<file path="src/rtl/riscv_bif_arb_pkg.sv">
// Shared types for the instruction/data bus-interface arbiter:
// FSM state encodings and the round-robin grant encoding.
package riscv_bif_arb_pkg;

    typedef enum logic [1:0] {
        BIF_ARB_IDLE   = 2'd0,
        BIF_ARB_BUSY_I = 2'd1,
        BIF_ARB_BUSY_D = 2'd2
    } bif_arb_state_t;

    // last_gnt remembers which master won most recently
    typedef enum logic {
        GNT_INSTR = 1'b0,
        GNT_DATA  = 1'b1
    } bif_gnt_t;

    localparam int unsigned BIF_GNT_W  = 2;
    localparam int unsigned GNT_IDX_I  = 0;
    localparam int unsigned GNT_IDX_D  = 1;

endpackage

</file>
<file path="src/rtl/riscv_bif_arb_rr.sv">
// Combinational two-request round-robin picker; on contention the master
// that did not win last time is granted. Grant is one-hot (or zero).
module riscv_rr_arb2
    import riscv_bif_arb_pkg::*;
(
    input  logic                 instr_req,
    input  logic                 data_req,
    input  bif_gnt_t             last_gnt,
    output logic [BIF_GNT_W-1:0] gnt
);

    always_comb begin
        gnt = '0;
        if (instr_req && data_req) begin
            if (last_gnt == GNT_INSTR) gnt[GNT_IDX_D] = 1'b1;
            else                       gnt[GNT_IDX_I] = 1'b1;
        end else if (instr_req) begin
            gnt[GNT_IDX_I] = 1'b1;
        end else if (data_req) begin
            gnt[GNT_IDX_D] = 1'b1;
        end
    end

endmodule

</file>
<file path="src/rtl/riscv_bif_arb.sv">
// Shares one memory bus between the fetch and data bus interfaces.
// Requests are registered onto mem_bif_*; the completion is routed back combinationally.
module riscv_bif_arb
    import riscv_bif_arb_pkg::*;
(
    input  logic        clk,
    input  logic        rstn,
    input  logic [31:0] instr_bif_addr,
    input  logic        instr_bif_rdy,
    output logic        instr_bif_ack,
    output logic [31:0] instr_bif_rdata,
    input  logic [31:0] data_bif_addr,
    input  logic        data_bif_rnw,
    input  logic        data_bif_rdy,
    output logic        data_bif_ack,
    output logic [31:0] data_bif_rdata,
    input  logic [31:0] data_bif_wdata,
    input  logic [3:0]  data_bif_wmask,
    output logic [31:0] mem_bif_addr,
    output logic        mem_bif_rnw,
    output logic        mem_bif_rdy,
    input  logic        mem_bif_ack,
    input  logic [31:0] mem_bif_rdata,
    output logic [31:0] mem_bif_wdata,
    output logic [3:0]  mem_bif_wmask
);

    bif_arb_state_t       state_q, state_d;
    bif_gnt_t             last_gnt_q;
    logic [BIF_GNT_W-1:0] gnt;

    riscv_rr_arb2 u_rr_arb2 (
        .instr_req (instr_bif_rdy),
        .data_req  (data_bif_rdy),
        .last_gnt  (last_gnt_q),
        .gnt       (gnt)
    );

    assign instr_bif_rdata = mem_bif_rdata;
    assign data_bif_rdata  = mem_bif_rdata;

    always_comb begin
        state_d       = state_q;
        instr_bif_ack = 1'b0;
        data_bif_ack  = 1'b0;
        case (state_q)
            BIF_ARB_IDLE: begin
                if (gnt[GNT_IDX_I])      state_d = BIF_ARB_BUSY_I;
                else if (gnt[GNT_IDX_D]) state_d = BIF_ARB_BUSY_D;
            end
            BIF_ARB_BUSY_I: begin
                if (mem_bif_ack) begin
                    instr_bif_ack = 1'b1;
                    state_d       = BIF_ARB_IDLE;
                end
            end
            BIF_ARB_BUSY_D: begin
                if (mem_bif_ack) begin
                    data_bif_ack = 1'b1;
                    state_d      = BIF_ARB_IDLE;
                end
            end
            default: state_d = BIF_ARB_IDLE;
        endcase
    end

    always_ff @(posedge clk or negedge rstn) begin
        if (!rstn) state_q <= BIF_ARB_IDLE;
        else       state_q <= state_d;
    end

    // Payload loads only on the IDLE->BUSY edge and otherwise holds its last value
    always_ff @(posedge clk or negedge rstn) begin
        if (!rstn) begin
            last_gnt_q    <= GNT_INSTR;
            mem_bif_rdy   <= 1'b0;
            mem_bif_addr  <= '0;
            mem_bif_rnw   <= 1'b1;
            mem_bif_wdata <= '0;
            mem_bif_wmask <= '0;
        end else begin
            case (state_q)
                BIF_ARB_IDLE: begin
                    if (gnt[GNT_IDX_I]) begin
                        last_gnt_q    <= GNT_INSTR;
                        mem_bif_rdy   <= 1'b1;
                        mem_bif_addr  <= instr_bif_addr;
                        mem_bif_rnw   <= 1'b1;
                        mem_bif_wdata <= '0;
                        mem_bif_wmask <= '0;
                    end else if (gnt[GNT_IDX_D]) begin
                        last_gnt_q    <= GNT_DATA;
                        mem_bif_rdy   <= 1'b1;
                        mem_bif_addr  <= data_bif_addr;
                        mem_bif_rnw   <= data_bif_rnw;
                        mem_bif_wdata <= data_bif_wdata;
                        mem_bif_wmask <= data_bif_wmask;
                    end
                end
                BIF_ARB_BUSY_I, BIF_ARB_BUSY_D: begin
                    if (mem_bif_ack) mem_bif_rdy <= 1'b0;
                end
                default: mem_bif_rdy <= 1'b0;
            endcase
        end
    end

endmodule

</file>
<file path="config.mk">
export PLATFORM = sky130hd
export DESIGN_NAME = riscv_bif_arb
export DESIGN_NICKNAME = d
export VERILOG_FILES = /design/src/rtl/riscv_bif_arb_pkg.sv /design/src/rtl/riscv_bif_arb_rr.sv /design/src/rtl/riscv_bif_arb.sv
export SDC_FILE = /design/constraint.sdc
export NUM_CORES = 1
export LEC_CHECK = 0
export ABC_CLOCK_PERIOD_IN_PS = 3500
export CAP_MARGIN = 20
export CORE_AREA = 2 2 107 109
export CTS_BUF_LIST = sky130_fd_sc_hd__clkbuf_4
export DETAILED_ROUTE_END_ITERATION = 7
export DIE_AREA = 0 0 109 111
export PLACE_DENSITY = 0.8
export SLEW_MARGIN = 20
export SYNTH_ARGS = -nofsm -noshare
export SYNTH_HDL_FRONTEND = slang
export SYNTH_SLANG_ARGS = --single-unit
</file>
<file path="constraint.sdc">
create_clock -name clk -period 3.5 [get_ports clk]
set_input_delay 0.7 -clock clk [delete_from_list [all_inputs] [get_ports clk]]
set_output_delay 0.7 -clock clk [all_outputs]
set_load 0.005 [all_outputs]
</file>
======== Word level (Yosys, flattened, before mapping) ========
Cells that the tools add are included.
storage, ports and cells
  register bits ........................... 73
  input port bits ......................... 138
  output and inout bits ................... 136
  logic and storage cells ................. 43
cells by class
  equal/unequal tests ..................... 4
  mux-type cells .......................... 26
  reduce and logical (&&, ||, !) cells .... 6
operator list
  operator              count
  $mux W32              4
  $mux W1               14
  $mux W2               4
  $mux W4               2
  $pmux W2 S2           1
  $reduce_and A2 Y1     2
  $ne A3 B3 Y1 const B  1
  $eq A2 B1 Y1 const B  1
  $eq A2 B2 Y1 const B  1
  $logic_not A2 Y1      1
  $ne A2 B1 Y1 const B  1
  $pmux W1 S2           1
  $reduce_bool A2 Y1    1
  $reduce_or A2 Y1      1
  $logic_and A1 B1 Y1   1

======== Longest topological paths before layout ========
Gate-level depths: netlist of the first run.
  depth after elaboration ................. 6
  gate-level depth with buffers ........... 7
  gate-level depth less buffers ........... 5

======== Cells and area by module ========
Synthesis of the first run repeated with hierarchy kept, for this count alone.
second synthesis, totals
  cells, all modules ...................... 403
  area, all modules ....................... 3,787.4 µm²
by module, submodules not included
  module         times used  cells an instance  area an instance (µm²)  seq. area each (µm²)
  riscv_bif_arb  1           400                3,768.6                 1,828.0
  riscv_rr_arb2  1           3                  18.8                    0.0

======== Worst setup path before layout of the first run ========
OpenSTA, ideal clock, no wires.
  path type ............................... input-to-reg
  start point ............................. in instr_bif_rdy
  end point ............................... reg mem_bif_wdata[13]
  setup time .............................. 0.121 ns
  arrival ................................. 1.561 ns
  data required time ...................... 3.379 ns
  setup slack ............................. 1.818 ns
  stages on the path ...................... 6
  buffers on the path ..................... 3
  cell sequence ........................... buf_4 -> o21ai_4 -> a21oi_2 -> buf_4 -> buf_6 -> a22o_1
on the way
  word-level cells in the longest chain between the ends .. 4
  elaborated cells on any way between the ends .. 7
  those cells by class .................... 4 x mux; 3 x reduce/logical
RTL lines
  element                                         RTL line                                        RTL
  start: declaration                              riscv_bif_arb.sv:9                              input logic instr_bif_rdy,
  $mux W1 or $logic_and A1 B1 Y1 (tied branches)  riscv_bif_arb_rr.sv:17, riscv_bif_arb_rr.sv:14
  $mux W2 *                                       riscv_bif_arb_rr.sv:14                          if (instr_req && data_req) begin
  $reduce_bool A2 Y1 (no source line)             -
  $reduce_and A2 Y1 (no source line)              -
  end signal: assignment                          riscv_bif_arb.sv:96                             mem_bif_wdata <= data_bif_wdata;
  end: declaration                                riscv_bif_arb.sv:24                             output logic [31:0] mem_bif_wdata,
Mark *: on every way between the ends. The rest lies on a longest branch, timed or not.
A chain may end at the register's enable or synchronous reset.

======== Worst setup path after layout of the first run ========
  start point ............................. in mem_bif_ack
  end point ............................... out data_bif_ack
on the way
  word-level cells in the longest chain between the ends .. 2
RTL lines
  element             RTL line             RTL
  start: declaration  riscv_bif_arb.sv:22  input logic mem_bif_ack,
  $mux W1             riscv_bif_arb.sv:58  if (mem_bif_ack) begin
  $mux W1             riscv_bif_arb.sv:46  case (state_q)
  end: declaration    riscv_bif_arb.sv:15  output logic data_bif_ack,
Every way passes these cells.

==> impl_metrics.toml, run 1 <==
[placement]
hpwl_mm = 7.22
portBuffers = 177
place_inst = 590
gp_congestion = 0.746
place_ws_ns = 0.814
placed_cell_area_um2 = 4990

[drt]
drt-pass1-iter-count = 4
totalWireLength_mm = 10.5
detail_route.vias_per_cell = 5.11
routedWlPerCell_um = 17.3
vias = 3097
drtAntennaViolNets = 0
drc = 0
drtIter0Drc = 159

[global_routing]
grt-ovfl-total = 0
antenna_found_initial = 0
grt_pass1_wl_mm = 16.4
grt_usage_pct = 17.3
grt_max_degree = 74
first_global_vias = 3296

[worst_setup_path]
critPathBufInv = 2
critical_path.top_delay_family = "buffers and inverters"
worstPathMaxFanout = 3
critPathSlowestCell = "clkdlybuf4s50_1"
worstPathRequired_ns = 2.80
max_stage_delay_ns = 0.51
worstReg2RegStart = "state_q[0]"
cp-endpoint = "data_bif_ack"
worst_setup_path_end_kind = "output port"
setup.worst_path.start_class = "input port"
r2r_slack_ns = 1.52
r2r_cells = 6
worstSetupPathType = "input port to output port"
path_depth = 3
timing.rr.end = "mem_bif_addr[2]"
worst_ep_arrival_time_ns = 1.85
cpMostUsedCell = "clkdlybuf4s50_1"
crit_chain = "clkdlybuf4s50_1 -> and2_1 -> clkdlybuf4s50_1"
critPathLaunch = "mem_bif_ack"

[floorplan]
fp.dieH_um = 111
core_um2 = 11100
io_pins = 274
initial_utilization_pct = 32.4
die_w_um = 109
die-area_um2 = 12100
rows = 39

[clock_network]
numCtsBuffers = 9
post-cts-setup-buffers = 0
clock_latency_ns = 0.41
clk_pin_slew_worst_paths_ns = 0.12
cts.sinks = 73
hold_buffers = 0
htreeDepth = 3
ctsResizeCount = 0
cts_tree = "yes"
cts_root_buf = "clkbuf_4"
clockBufferDepth = 2

[sta]
hold_viol_final = 0
fin_worst_skew_ns = 0.0112
whs_ns = 0.386
clock.fmax_ghz = 0.392
setup_viol = 0
grt_setup_unrepaired = "false"
slew_viol_final = 0
max_slew_margin_pct = 33.3
fin_crit_sh_pct = 72.9
setup_tns_ns = 0
period_minus_slack_ns = 2.55
max_slew.worst_pin.slew_ns = 1.00
worst_slack_ns = 0.950

[yosys]
yosysSeqAreaShare_pct = 50.9
syn_inst = 356
synth_area_um2 = 3590
netlist.area_leader.share_pct = 50.2
synth_warnings = 0
synthTopCellsByArea = "dfrtp_1 (50%), buf_4 (14%), a22o_1 (8.8%)"
synth_nets = 498
synth_edf_count = 0
synth_top_flop_cell = "dfrtp_1"
synth_top_cell_by_area = "dfrtp_1"
synth_cell_types = 25
synth-seq-cells = 73
ys_async_sr_fraction_pct = 100
syn_avg_cell_area_um2 = 10.1

[layout]
final_layout_size_suffix_gt1_share_pct = 5.62
syn2layout_area_growth_pct = 42.7
num_antenna_cells = 0
design_area_um2 = 5120
fin_cells = 606
num-nets-final = 600
post-route-util_pct = 46.3

[pwr]
p_total_mw = 3.92
p_leak_nw = 2.09
vdd_drop_max_v = 0.000333
powerDensity_nw_per_um2 = 765

[worst_hold_path]
hold_path.class = "input port to async pin"

[run]
max_cap_viol_count = 0

[outcome]
status = "finished, final reports clean"
==> metal layers <==
metal  GRT usage (%)  up-vias  routed length, um
li1                -     1402                  -
met3            5.17       30                827
met5               0        -                  0
met4            6.15        0                145
met2            29.5      154               5360
met1            20.4     1511               4170
==> placed cells by master (no fill, tap or decap), types with 2 or more instances in the layout <==
master,synthesis,layout
a21oi_1,34,34
a22o_1,36,36
a31oi_1,32,32
and2_1,2,2
buf_4,66,6
clkbuf_4,0,9
clkdlybuf4s50_1,0,175
clkinvlp_4,0,3
dfrtp_1,72,72
ha_1,4,4
inv_1,5,5
nor2_1,34,34
o21ai_0,34,34
==> where the power goes <==
group | switching (mW) | internal, mW
sequential | 0.214 | 1.23
clock | 0.310 | 0.216
combinational | 0.831 | 1.12
==> kinds of logic after synthesis <==
logic type | after synthesis | share of synthesized area, %
flops | 73 | 50.9
mux | 1 | 0.279
simple gates | 40 | 4.71
compound gates | 141 | 25.1
buf+inv | 97 | 17.6
fa+ha+maj | 4 | 1.39
==> cell type report <==
type                    count  area (um2)
fillers                  1032        5950
flip-flops and latches     73        1830
repair buffers            183        1820
multi-input cells         186        1140
well taps                 143         179
clock inverters             7        70.1
clock buffers               9        67.6
inverters                   5        18.8
==> worst min path at each step <==
stage | from | end | slack [ns] | depth (start not counted)
after floorplan | rstn | last_gnt_q | 0.40 | 0
after global placement | last_gnt_q | last_gnt_q | 0.47 | 1
after detailed placement | last_gnt_q | last_gnt_q | 0.47 | 1
after CTS | rstn | mem_bif_wdata[28] | 0.42 | 1
after global routing | rstn | mem_bif_wdata[28] | 0.45 | 1
final | rstn | mem_bif_addr[25] | 0.39 | 1
==> Yosys cell counts, drive strengths merged, types with 2 or more instances <==
library cell   n
ha             4
buf           72
a21oi         35
o21ai         35
nor2          34
dfrtp         72
and2           2
clkbuf        20
inv            5
a31oi         32
a22o          36
==> state kept, by name (all words and copies together) (netlist names) <==
name           count
last_gnt_q         1
mem_bif_rdy        1
mem_bif_wdata     32
mem_bif_addr      32
mem_bif_wmask      4
state_q            2
mem_bif_rnw        1
Note: power is estimated with default switching activity, not from simulation.
==> inputs of run 2 (changes only) <==
Settings changed: ABC_CLOCK_PERIOD_IN_PS 3500 to 2200, CORE_AREA 2 2 107 109 to not set, CORE_ASPECT_RATIO set to 1.2, CORE_UTILIZATION set to 31, DIE_AREA 0 0 109 111 to not set, PLACE_DENSITY 0.8 to 0.79.
Clock period 3.5 ns to 2.2 ns, I/O delays scaled along.
==> impl_metrics.toml, run 2 (synthesized netlist as in run 1, its figures left out) <==
[clock_network]
cts_root_buf = "clkbuf_4"
htreeDepth = 3
cts.sinks = 73
numCtsBuffers = 9
cts_tree = "yes"
clk_pin_slew_worst_paths_ns = 0.12
clock_latency_ns = 0.39
clockBufferDepth = 2

[worst_setup_path]
setup.worst_path.start_class = "flop"
r2r_slack_ns = 0.52
timing.rr.end = "mem_bif_addr[17]"
r2r_cells = 7
worstPathRequired_ns = 1.76
worstSetupPathType = "flop to output port"
worst_setup_path_end_kind = "output port"
worstPathMaxFanout = 4
worstReg2RegStart = "state_q[0]"
worst_ep_arrival_time_ns = 1.68

[layout]
fillers = 1047
design_area_um2 = 5290
syn2layout_area_growth_pct = 47.3
num-nets-final = 607
fin_cells = 625
post-route-util_pct = 47.5
final_cell_mix = "clkdlybuf4s50_1 (175), dfrtp_1 (72), a22o_1 (36)"
final_common_cell = "clkdlybuf4s50_1"
top_regs = "mem_bif_addr x32, mem_bif_wdata x32, mem_bif_wmask x4"
final_layout_size_suffix_gt1_share_pct = 7.02

[pwr]
switching_power_mw = 2.12
p_leak_nw = 2.17
power_frac_clock_pct = 14.6
p_total_mw = 6.39
seqPwrFrac_pct = 35.9
powerDensity_nw_per_um2 = 1210
power.switching_fraction_pct = 33.1
power.internal_mw = 4.28
vdd_drop_max_v = 0.000490
power_frac_comb_pct = 49.4

[sta]
setup_tns_ns = 0
hold_viol_final = 0
max_slew.worst_pin.slew_ns = 0.476
clock.fmax_ghz = 0.472
fin_crit_sh_pct = 96.4
worst_slack_ns = 0.0802
setup_viol = 0
fin_worst_skew_ns = 0.0105
whs_ns = 0.507
period_minus_slack_ns = 2.12
max_slew_margin_pct = 68.3
slew_viol_final = 0

[floorplan]
die-area_um2 = 12000
rows = 42
initial_utilization_pct = 32.2
fp.dieH_um = 120
die_w_um = 100
io_pins = 274
core_um2 = 11100

[worst_hold_path]
worstHoldStart = "mem_bif_rnw"
hold_depth = 2
whs_endpoint = "mem_bif_rnw"
hold_path.class = "flop to flop"

[placement]
place_ws_ns = 0.170
hpwl_mm = 7.42
placed_cell_area_um2 = 5100
portBuffers = 177
place_inst = 605
gp_congestion = 0.780

[drt]
routedWlPerCell_um = 16.8
drtIter0Drc = 139
totalWireLength_mm = 10.5
drc = 0
detail_route.vias_per_cell = 4.97
drtAntennaViolNets = 0
drt-pass1-iter-count = 4
vias = 3105

[global_routing]
grt-ovfl-total = 0
grt_pass1_wl_mm = 16.7
first_global_vias = 3248
antenna_found_initial = 1
grt_usage_pct = 18.0
grt_max_degree = 71

[run]
max_cap_viol_count = 0

[outcome]
status = "finished, final reports clean"
==> run 2: power by group through the flow <==
stage	registers [mW]	clock network (mW)	logic [mW]
finish	2.30	0.936	3.16
detailed placement	2.32	0	3.17
global placement	2.29	0	3.09
floorplan	2.34	0	1.38
global route	2.37	1.04	3.44
CTS	2.30	0.993	3.17
==> run 2: final cells by class <==
cell class,instances,area (um2),share of cell area [%]
Clock buffer,10,75.1,1.42
Multi-Input combinational cell,186,1140,21.6
Inverter,5,18.8,0.355
Timing Repair Buffer,190,1950,36.8
Clock inverter,6,82.6,1.56
Sequential cell,73,1830,34.6
Antenna cell,1,2.50,0.0473
Tap cell,154,193,3.64
==> run 2: layer usage <==
metal  vias up  share of wire, %  global-route usage (%)
met4         0               4.0                    11.1
met1      1494                38                    20.6
met5         -                 0                       0
li1       1422                 -                       -
met2       142                52                    30.1
met3        47               6.5                    4.14
==> run 2: worst max-delay path, cell delays in order, from the launching register on <==
cell and delay [ns]:
dfrtp_1 0.41, inv_2 0.09, ha_1 0.17, and2_1 0.12, clkdlybuf4s50_1 0.49
==> run 2: how the worst max path moves through the flow <==
stage / endpoint / start / cells past startpoint / slack [ns]
CTS: data_bif_ack / state_q[0] / 4 / 0.02
global route: data_bif_ack / state_q[0] / 4 / -0.008
finish: data_bif_ack / state_q[0] / 4 / 0.08
floorplan: mem_bif_wdata[13] / instr_bif_rdy / 6 / 0.78
detailed placement: mem_bif_addr[17] / instr_bif_rdy / 5 / 0.17
global placement: data_bif_ack / mem_bif_ack / 3 / 0.21
==> run 2: timing repair <==
action / in CTS / in global routing
hold buffers: 1 / 0
setup endpoints to repair: 2 / 2
resized for setup: 2 / 2
buffers inserted: 0 / 2
gates cloned: 0 / 0
endpoints found under the hold margin: 33 / 0
==> RTL change, RTL diff (flow settings as in run 2) <==
The 3 states of `bif_arb_state_t` get a one-hot encoding in 3 bits.
--- a/src/rtl/riscv_bif_arb_pkg.sv
+++ b/src/rtl/riscv_bif_arb_pkg.sv
@@ -3,8 +3,8 @@
 package riscv_bif_arb_pkg;
 
-    typedef enum logic [1:0] {
-        BIF_ARB_IDLE   = 2'd0,
-        BIF_ARB_BUSY_I = 2'd1,
-        BIF_ARB_BUSY_D = 2'd2
+    typedef enum logic [2:0] {
+        BIF_ARB_IDLE   = 3'b001,
+        BIF_ARB_BUSY_I = 3'b010,
+        BIF_ARB_BUSY_D = 3'b100
     } bif_arb_state_t;
 
Formal check against the unedited RTL: no difference found for any inputs over 10 cycles, from zero or initial values and one cycle with rstn low; not proved beyond that.
==> RTL change against run 2 <==
  * Wire length increased by 28%
  * Power increased by 5.3%
  * Global-route usage increased by 1.6 points
  * Area after synthesis increased by 15%
  * Clock power decreased by 25%
  * Sequential cell count increased by 1
  * Setup slack improved by 0.18 ns
  * Final area increased by 7.3%
==> RTL change: results (changes against run 2) <==
Status - finished, final reports clean
Final Cell Area - 0.00567 sq mm (+7.3%)
Placed instance area - 0.00555 sq mm (+8.8%)
Total Wirelength - 13500 um (+28%)
Leakage Power - 2.11 nW (-2.6%)
N_taps - 164 (+6.5%)
Fraction of area in registers - 32.7% (-1.8 points)
GR Util met1 - 21.8% (+1.2 points)
Filler cells - 1223 (+17%)
Worst hold path type - input port to asynchronous set/reset pin
Worst EP arrival - 1.50 ns (-0.18 ns)
Cell count after placement - 697 (+15%)
FF-to-FF End - mem_bif_addr[26]$_DFFE_PN0P_
Largest net degree at the start of global routing - 75 (+5.6%)
Worst-Margin Slew - 0.963 ns (+0.488 ns)
Clock power share - 10.4% (-4.2 points)
Yosys cell types - 31 (+24%)
Pre-antenna DRT Iters - 5 (+1)
Synth cell count leaders - o21ai_0 (108), dfrtp_1 (72), buf_4 (68), a21oi_1 (35), o21ai_1 (35)
Clk cell area share - 1.79% (-1.2 points)
Share of cells above drive strength 1 - 8.38% (+1.4 points)
Largest cells by area after synthesis - dfrtp_1 (44%), o21ai_0 (13%), buf_4 (12%)
Area of the multi-input gates - 0.00152 sq mm (+33%)
DR WL met3 - 1140 um (+67%)
Ant. Diodes - 0 (-1)
#MultiIn Comb - 264 (+42%)
Buffer share of cell area - 34.9% (-1.9 points)
Worst VDD drop - 468 uV (-4.4%)
Yosys warns - 0 (unchanged)
Layout Nets - 684 (+13%)
Grt met3 use - 4.63% (+0.49 points)
GRT Overall Usage - 19.6% (+1.6 points)
Routed metal-1 wire length - 5270 um (+33%)
Clk. pwr - 0.000703 W (-25%)
Post-synthesis net count - 592 (+19%)
Switching share of power - 39.2% (+6.1 points)
Non-clock inverter total of the final layout - 2 (-3)
Post-synthesis sequential area ratio - 45.0% (-5.9 points)
FF+latch count, synth - 74 (+1.4%)
R2R Path Start - state_q[0]$_DFFE_PN1P_
Vias - 3918 (+26%)
Pre-CTS setup slack - -0.0490 ns (-0.219 ns)
Logic pwr share - 54.4% (+5.0 points)
Vias in the first global route - 4140 (+27%)
Drt wl/cell - 18.9 um (+12%)
Final HPWL DP - 9190 um (+24%)
Largest fanout on the critical path - 3 (-1)
Routability-driven placement congestion ratio - 0.809 (+3.7%)
First-pass GRT wire length - 21000 um (+25%)
Reg2Reg Setup Slack - 0.60 ns (+0.08 ns)
Non-clock buffers - 195 (+2.6%)
DRT iter0 DRCs - 335 (+140%)
Met2 GRT Util - 34.4% (+4.3 points)
Cells after synthesis - 454 (+28%)
==> RTL change: worst max-delay path by stage <==
stage | end | cells past startpoint | slack [ns]
6_report | instr_bif_ack | 3 | 0.26
5_1_grt | instr_bif_ack | 3 | 0.20
4_1_cts | data_bif_ack | 2 | 0.04
3_5_place_dp | instr_bif_ack | 3 | -0.05
3_3_place_gp | instr_bif_ack | 3 | -0.007
2_1_floorplan | mem_bif_rnw$_DFFE_PN1P_ | 5 | 0.85
==> RTL change: repair_timing <==
item | CTS | global route
buffers inserted | 2 | 0
endpoints found under the setup margin | 2 | 1
resized for setup | 4 | 1
==> RTL change: cell families after synthesis <==
kind of cell	after synthesis	share of synthesized area (%)
AO/OA/AOI/OAI	248	33.8
XOR/XNOR	1	0.213
flip-flops	74	45.0
AND/OR/NAND/NOR	15	2.67
buffers and inverters	116	18.3
==> RTL change: worst max-delay path: cells and delay by family <==
family,cells,cell delay [ns]
buffers and inverters,2,0.76
AND/OR/NAND/NOR,1,0.30
